[src/rtl/slave_fifo.sv]
// slave_fifo: per-channel input buffer of the multi-channel data formatter.
//
// Words from the external channel interface go into a DEPTH-entry FIFO.
// When at least one full packet (length chosen by slv_pkglen_i) is buffered,
// a2s_req_o is raised. A one-cycle a2s_grant_i then streams exactly one
// packet, one word per cycle, on registered outputs.
//
// Ports:
//   clk_i         system clock, rising edge
//   rstn_i        asynchronous active-low reset
//   chnl_valid_i  channel word valid
//   chnl_data_i   channel write data
//   chnl_ready_o  FIFO accepts a word this cycle (combinational)
//   slv_en_i      channel enable
//   slv_pkglen_i  packet length code: 0->4, 1->8, 2->16, 3..7->32 words
//   a2s_grant_i   arbiter grant, one-cycle pulse
//   a2s_req_o     full packet available (combinational, IDLE only)
//   a2s_val_o     output word valid (registered)
//   a2s_data_o    output word, zero whenever a2s_val_o is low
//   a2s_eop_o     last word of packet
//   margin_o      free entries, DEPTH - count, registered
//
// Handshakes: the input side is valid/ready -- a word transfers on every
// rising edge where chnl_valid_i && chnl_ready_o. The output side has no
// backpressure: after a grant, a2s_val_o is high for exactly L consecutive
// cycles and the consumer must take every word.
module slave_fifo #(
  parameter int DATA_WIDTH = 32,
  parameter int DEPTH      = 64,
  parameter int ADDR_WIDTH = 6
) (
  input  logic                  clk_i,
  input  logic                  rstn_i,
  input  logic                  chnl_valid_i,
  input  logic [DATA_WIDTH-1:0] chnl_data_i,
  output logic                  chnl_ready_o,
  input  logic                  slv_en_i,
  input  logic [2:0]            slv_pkglen_i,
  input  logic                  a2s_grant_i,
  output logic                  a2s_req_o,
  output logic                  a2s_val_o,
  output logic [DATA_WIDTH-1:0] a2s_data_o,
  output logic                  a2s_eop_o,
  output logic [ADDR_WIDTH:0]   margin_o
);

  localparam logic [ADDR_WIDTH:0] DEPTH_C = (ADDR_WIDTH+1)'(DEPTH);

  typedef enum logic {IDLE, SEND} state_t;

  state_t                state_q, state_d;
  logic [ADDR_WIDTH:0]   wr_ptr_q, wr_ptr_d;
  logic [ADDR_WIDTH:0]   rd_ptr_q, rd_ptr_d;
  logic [ADDR_WIDTH:0]   count;
  logic [5:0]            len_dec;
  logic [5:0]            len_q, len_d;
  logic [5:0]            beat_q, beat_d;
  logic                  push;
  logic                  pop;
  logic                  last;
  logic [DATA_WIDTH-1:0] mem [DEPTH];

  // Pointers carry one extra bit so that full and empty are distinguishable.
  assign count        = wr_ptr_q - rd_ptr_q;
  assign chnl_ready_o = rstn_i && slv_en_i && (count != DEPTH_C);
  assign push         = chnl_valid_i && chnl_ready_o;
  assign pop          = (state_q == SEND);

  always_comb begin
    case (slv_pkglen_i)
      3'd0:    len_dec = 6'd4;
      3'd1:    len_dec = 6'd8;
      3'd2:    len_dec = 6'd16;
      default: len_dec = 6'd32;
    endcase
  end

  always_comb begin
    state_d   = state_q;
    len_d     = len_q;
    beat_d    = beat_q;
    a2s_req_o = 1'b0;
    last      = 1'b0;
    case (state_q)
      IDLE: begin
        a2s_req_o = rstn_i && slv_en_i &&
                    (count >= (ADDR_WIDTH+1)'(len_dec));
        if (a2s_req_o && a2s_grant_i) begin
          // Length is frozen here so pkglen changes cannot reshape a packet.
          state_d = SEND;
          len_d   = len_dec;
          beat_d  = '0;
        end
      end
      SEND: begin
        last   = (beat_q == len_q - 6'd1);
        beat_d = beat_q + 6'd1;
        if (last) state_d = IDLE;
      end
      default: state_d = IDLE;
    endcase
  end

  assign wr_ptr_d = wr_ptr_q + (ADDR_WIDTH+1)'(push);
  assign rd_ptr_d = rd_ptr_q + (ADDR_WIDTH+1)'(pop);

  always_ff @(posedge clk_i or negedge rstn_i) begin
    if (!rstn_i) begin
      state_q    <= IDLE;
      wr_ptr_q   <= '0;
      rd_ptr_q   <= '0;
      len_q      <= '0;
      beat_q     <= '0;
      a2s_val_o  <= 1'b0;
      a2s_data_o <= '0;
      a2s_eop_o  <= 1'b0;
      margin_o   <= DEPTH_C;
    end else begin
      state_q    <= state_d;
      wr_ptr_q   <= wr_ptr_d;
      rd_ptr_q   <= rd_ptr_d;
      len_q      <= len_d;
      beat_q     <= beat_d;
      a2s_val_o  <= pop;
      a2s_data_o <= pop ? mem[rd_ptr_q[ADDR_WIDTH-1:0]] : '0;
      a2s_eop_o  <= last;
      // Margin reflects this edge's push and pop, not the previous count.
      margin_o   <= DEPTH_C - (wr_ptr_d - rd_ptr_d);
    end
  end

  // Storage is not reset; the pointers define which entries are live.
  always_ff @(posedge clk_i) begin
    if (push) mem[wr_ptr_q[ADDR_WIDTH-1:0]] <= chnl_data_i;
  end

endmodule

[config.mk]
export PLATFORM = sky130hd
export DESIGN_NAME = slave_fifo
export DESIGN_NICKNAME = d
export VERILOG_FILES = /design/src/rtl/slave_fifo.sv
export SDC_FILE = /design/constraint.sdc
export NUM_CORES = 2
export LEC_CHECK = 0
export ABC_AREA = 1
export ABC_CLOCK_PERIOD_IN_PS = 6750
export BUFFER_PORTS_ARGS = -buffer_cell sky130_fd_sc_hd__buf_2
export CORE_ASPECT_RATIO = 1.75
export CORE_MARGIN = 2
export CORE_UTILIZATION = 34
export DETAILED_ROUTE_END_ITERATION = 8
export PLACE_DENSITY = 0.46
export SLEW_MARGIN = 10
export SYNTH_ARGS = -nofsm -noshare
export SYNTH_HDL_FRONTEND = slang
export SYNTH_SLANG_ARGS = --single-unit
[constraint.sdc]
create_clock -name clk_i -period 6.75 [get_ports clk_i]
set_clock_uncertainty 0.2 [all_clocks]
set_input_delay 1.0125 -clock clk_i [delete_from_list [all_inputs] [get_ports clk_i]]
set_output_delay 1.0125 -clock clk_i [all_outputs]
set_load 0.02 [all_outputs]
## Word-level counts from Yosys, hierarchy flattened

Memories as Yosys holds them, arrays and structs flattened.
Cells that the tools add are included.
Widths: inputs -> output; s select.

- Word-level logic and storage cells: 42
- Register bits after elaboration: 68
- Output and inout port bits: 43
- Memory bits (writable): 2,048
- Memories kept: 1

Memories:

| name | depth | width | read ports | clocked after memory_dff | write ports | RTL line | text |
|---|---|---|---|---|---|---|---|
| mem | 64 | 32 | 1 | 0 | 1 | 61 | `logic [DATA_WIDTH-1:0] mem [DEPTH];` |

- $add $sub $neg: 7
- Reductions and logical operators: 7
- Muxes and demuxes: 11
- Equal/unequal tests: 5
- Bitwise logic cells: 1
- $lt $le $gt $ge: 1

Operator list:

| operator | count |
|---|---|
| $mux 32 | 1 |
| $pmux 6 s3 | 1 |
| $add 7x1->7 | 2 |
| $sub 7x7->7 | 2 |
| $pmux 6 s2 | 1 |
| $ge 7x6->1 | 1 |
| $ne 7x7->1 const B | 1 |
| $sub 7x7->7 const A | 1 |
| $add 6x1->6 const B | 1 |
| $eq 6x6->1 | 1 |
| $mux 1 | 6 |
| $mux 6 | 1 |
| $sub 6x1->6 const B | 1 |
| $logic_and 1x1->1 | 5 |
| $eq 3x1->1 const B | 1 |
| $eq 3x2->1 const B | 1 |
| $logic_not 3->1 | 1 |
| $ne 2x2->1 const B | 1 |
| $pmux 1 s2 | 1 |
| $reduce_and 2->1 | 1 |
| $not 1->1 | 1 |

## Depth between registers and ports, before layout

- Depth in word-level cells: 7
- Mapped depth: 27
- Depth with buffers taken out: 25

## Worst setup path before layout

OpenSTA, ideal clock, no wires.

- Kind: reg2reg
- Start point: reg rd_ptr_q[2]
- End point: mem mem[0][0], enable pin
- Period minus slack after synthesis: 4.246 ns
- Data required time: 6.129 ns
- Cell stages (with the launch flop): 15
- Library setup time: 0.421 ns
- Slack: 2.504 ns
- Data arrival time: 3.625 ns
- Path buffers: 3
- Path through: dfrtp_1 > buf_4 > clkinv_1 > clkbuf_1 > clkbuf_1 > ha_1 > inv_1 > o21bai_1 > nand2_1 > nand3_1 > nand2_1 > nand2_1 > nand3_2 > nand4_1 > nor2_1

- Cells in the longest elaborated chain, start to end: 6

Ends and longest elaborated chain:

| what | RTL line | text |
|---|---|---|
| start: declaration | 53 | `logic [ADDR_WIDTH:0] rd_ptr_q, rd_ptr_d;` |
| start signal: assignment | 121 | `rd_ptr_q <= rd_ptr_d;` |
| $sub 7x7->7 | 64 | `assign count = wr_ptr_q - rd_ptr_q;` |
| $ne 7x7->1 | 65 | `assign chnl_ready_o = rstn_i && slv_en_i && (count != DEPTH_C);` |
| $logic_and 1x1->1 | 65 |  |
| $logic_and 1x1->1 | 66 | `assign push = chnl_valid_i && chnl_ready_o;` |
| $mux 1 | 134 | `if (push) mem[wr_ptr_q[ADDR_WIDTH-1:0]] <= chnl_data_i;` |
| $mux 1 (implied by the code) | 134 |  |
| end: declaration | 61 |  |

No other way between the ends.

## Worst setup path in the final report

- Start point: reg rd_ptr_q[1]
- End point: out a2s_req_o

- Cells in the longest elaborated chain, start to end: 4

Ends and longest elaborated chain:

| what | RTL line | text |
|---|---|---|
| $sub 7x7->7 | 64 |  |
| $ge 7x6->1 | 87 | `(count >= (ADDR_WIDTH+1)'(len_dec));` |
| $logic_and 1x1->1 | 86 | `a2s_req_o = rstn_i && slv_en_i &&` |
| $mux 1 | 84 | `case (state_q)` |
| end: declaration | 40 | `output logic a2s_req_o,` |

No other way between the ends.

==> impl_metrics.yaml <==
floorplan:
  die_h_um: 664
  ios: 83
  die-area_um2: 253000
  die_width_um: 381
  start_util: 0.341
  coreArea_um2: 248000
  rows: 242
global_routing:
  grt_use_total: 0.217
  grt_start_max_net_pins: 167
  antenna_found_initial: 7
  first_global_vias: 53700
  overflow: 0
  grt_pass1_wl_um: 399000
logic_synthesis:
  muxShareOfSynthArea: 0.00343
  syn-instance-count: 6822
  synthArstFlopShare: 0.0312
  synth_commonest_cells: "2048 x edfxtp_1, 1552 x nand2_1, 739 x nor2_1, 505 x o21ai_0, 438 x a21oi_1"
  synth.most_common_cell: "edfxtp_1"
  postSynthAreaPerCell_um2: 12.4
  yosysTopAreaCell: "edfxtp_1"
  synth_edf_count: 2048
  synth-main-ff-cell: "edfxtp_1"
  synth-simple-area-share: 0.126
  synthAdderAreaFrac: 0.00423
  ys_seq_area_frac: 0.746
  synth.area.top_cells: "edfxtp_1 73%, nand2_1 6.9%, nor2_1 3.3%, o21ai_0 3.0%, a21oi_1 2.6%"
  synth_top_area_frac: 0.727
  synth_compound_area_frac: 0.0866
  syn_area_um2: 84600
  synth.distinct_cells: 36
  synth_nets: 6890
  synth_top_family_by_area: "simple AND/OR/NAND/NOR gates"
  synth_xor_area_frac: 0.00186
  yosysWarnings: 0
  ys_seq_elements: 2114
worst_setup_path:
  rrSetupSlack_ps: 1920
  critPathMaxStageDelay_ps: 800
  path_cells: "inv_8, ha_1, nand2_1, nand2_1, nand2_1, nand2_1, inv_1, ha_1, nand3_1, nand2_1, nand2_1, nand2_1, nand2_1, a21oi_1, nor2_1, nor3_1, buf_2"
  end_kind: "output pin"
  worst_setup_path_start_kind: "flop"
  cpMostUsedCell: "nand2_1"
  arrival_ps: 4200
  critical_path_class: "reg -> out"
  path_max_fanout: 39
  cpMaxStageDelayCell: "dfrtp_4"
  required_ps: 5540
timing:
  finalMaxSlewViolations: 0
  rsz0062_at_grt: "false"
  fin_setup_tns_ps: 0
  finalCriticalPeriod_ps: 5410
  timing.fmax_ghz: 0.185
  timing.slew.headroom: 0.182
  hold_viol_final: 0
  setup_viol: 0
  worst_pin_slew_ps: 1230
  fin_crit_sh: 0.802
clocking:
  cts_tree: "yes"
  insertion_delay_ps: 860
  cts.sinks: 2114
  h-tree-depth: 4
  clockBufferDepth: 4
  clockRootBuffer: "clkbuf_16"
  clk_pin_slew_ps: 70
  cts_buffers: 195
  cts_resized: 0
placement:
  dp_cells: 9954
  port-buffer-count: 82
  hpwl_um: 151000
  gp_congestion: 0.801
routing:
  firstDrtPassIters: 7
  routed_wl_um: 280000
  wl_per_cell_um: 27.2
  num_vias: 54000
  detail_route.iter0.violations: 5066
  viasPerCell: 5.24
  antenna_left: 0
  drc: 0
cells_and_area:
  drive_above_1_share: 0.0881
  synthToLayoutAreaGrowth_pct: 12.6
  fin_cells: 10300
  finalNetCount: 6926
power_and_ir_drop:
  p_leak_nw: 32.8
  p_per_area_nw_per_um2: 420
  finalPower_mw: 40.0
  ir_drop_mv: 0.366
job:
  drv_cap: 0
worst_hold_path:
  hold_path_class: "in -> reg"
status:
  run_status: "complete, no violations"
[power by group]
group | internal (mW) | switching [mW]
sequential | 14.7 | 0.496
clock | 6.14 | 4.93
combinational | 3.58 | 10.2
[cell usage in the layout (no fill, tap or decap), drive strengths merged, types with 2 or more instances in the layout]
cell      instances
dfrtp            65
nand4            19
o21ai           595
diode             3
inv             166
nor3             70
nand2          1552
buf             260
edfxtp         2048
o211ai           33
a211oi            3
o21bai            2
a21oi           438
xor2             15
clkbuf          247
clkinv           63
a21boi           65
clkinvlp         10
mux2i            29
bufinv           18
xnor2             3
or2               3
o22ai           219
nand3           308
nor2            739
ha               27
[registers in the layout (all words and copies together), names as in the netlist, 4 cells and up]
name,cells
mem,2048
a2s_data_o,32
margin_o,7
rd_ptr_q,7
wr_ptr_q,7
beat_q,6
len_q,4
[stage by stage]
step           worst slack (ps)  instance area, µm²  hold WS, ps  utilization
2_1_floorplan              2500               84600          215            -
3_3_place_gp               1900               89100          299        0.359
3_5_place_dp               2010               89100          299        0.359
4_1_cts                    1320               95300          257        0.384
5_1_grt                    1140               95300          297        0.384
6_report                   1340               95300          309        0.384
[worst max-delay path, delay by kind of cell (launching register included)]
family	cells	cell delay, ps
flops	1	800
fa+ha+maj	2	720
compound gates	1	120
simple gates	11	1080
buf+inv	3	590
[cells by family (layout without fill, tap and decap cells)]
logic type / after synthesis / count (layout)
and+or+nand+nor: 2692 / 2692
DFF: 2114 / 2114
AOI/OAI and AO/OA: 1357 / 1357
buffers and inverters: 584 / 765
muxes: 29 / 29
adders and majority gates: 28 / 28
xor gates and xnor gates: 18 / 18
other: 0 / 3
[routing by layer]
metal / vias up / track usage / routed length [µm]
li1: 24300 / - / -
met1: 27800 / 0.263 / 110000
met2: 1448 / 0.399 / 148000
met3: 414 / 0.0214 / 12200
met4: 2 / 0.0731 / 9580
met5: - / 0 / 13
[worst paths after layout]
check,start,cells after the start,to
min in group asynchronous,rstn_i,2,beat_q[3]
setup reg to reg,rd_ptr_q[1],23,margin_o[6]
hold / removal,a2s_grant_i,3,len_q[2]
setup / recovery,rd_ptr_q[1],17,a2s_req_o
max in group asynchronous,rstn_i,3,a2s_data_o[12]
hold reg to reg,len_q[5],2,len_q[5]
[layout make-up]
class | count | area [µm²]
antenna | 3 | 7.51
clock buffer | 247 | 5220
clock inverter | 95 | 936
fill | 23600 | 153000
inverter | 162 | 642
multi-input combinational | 4124 | 19300
sequential | 2114 | 63200
tap | 3294 | 4120
timing repair buffer | 261 | 1930
[repair_timing]
item / CTS / global route
buffers inserted: 0 / 0
endpoints found under the hold margin: 27 / 0
hold buffers: 1 / 0
Note: power is estimated with default switching activity, not from simulation.
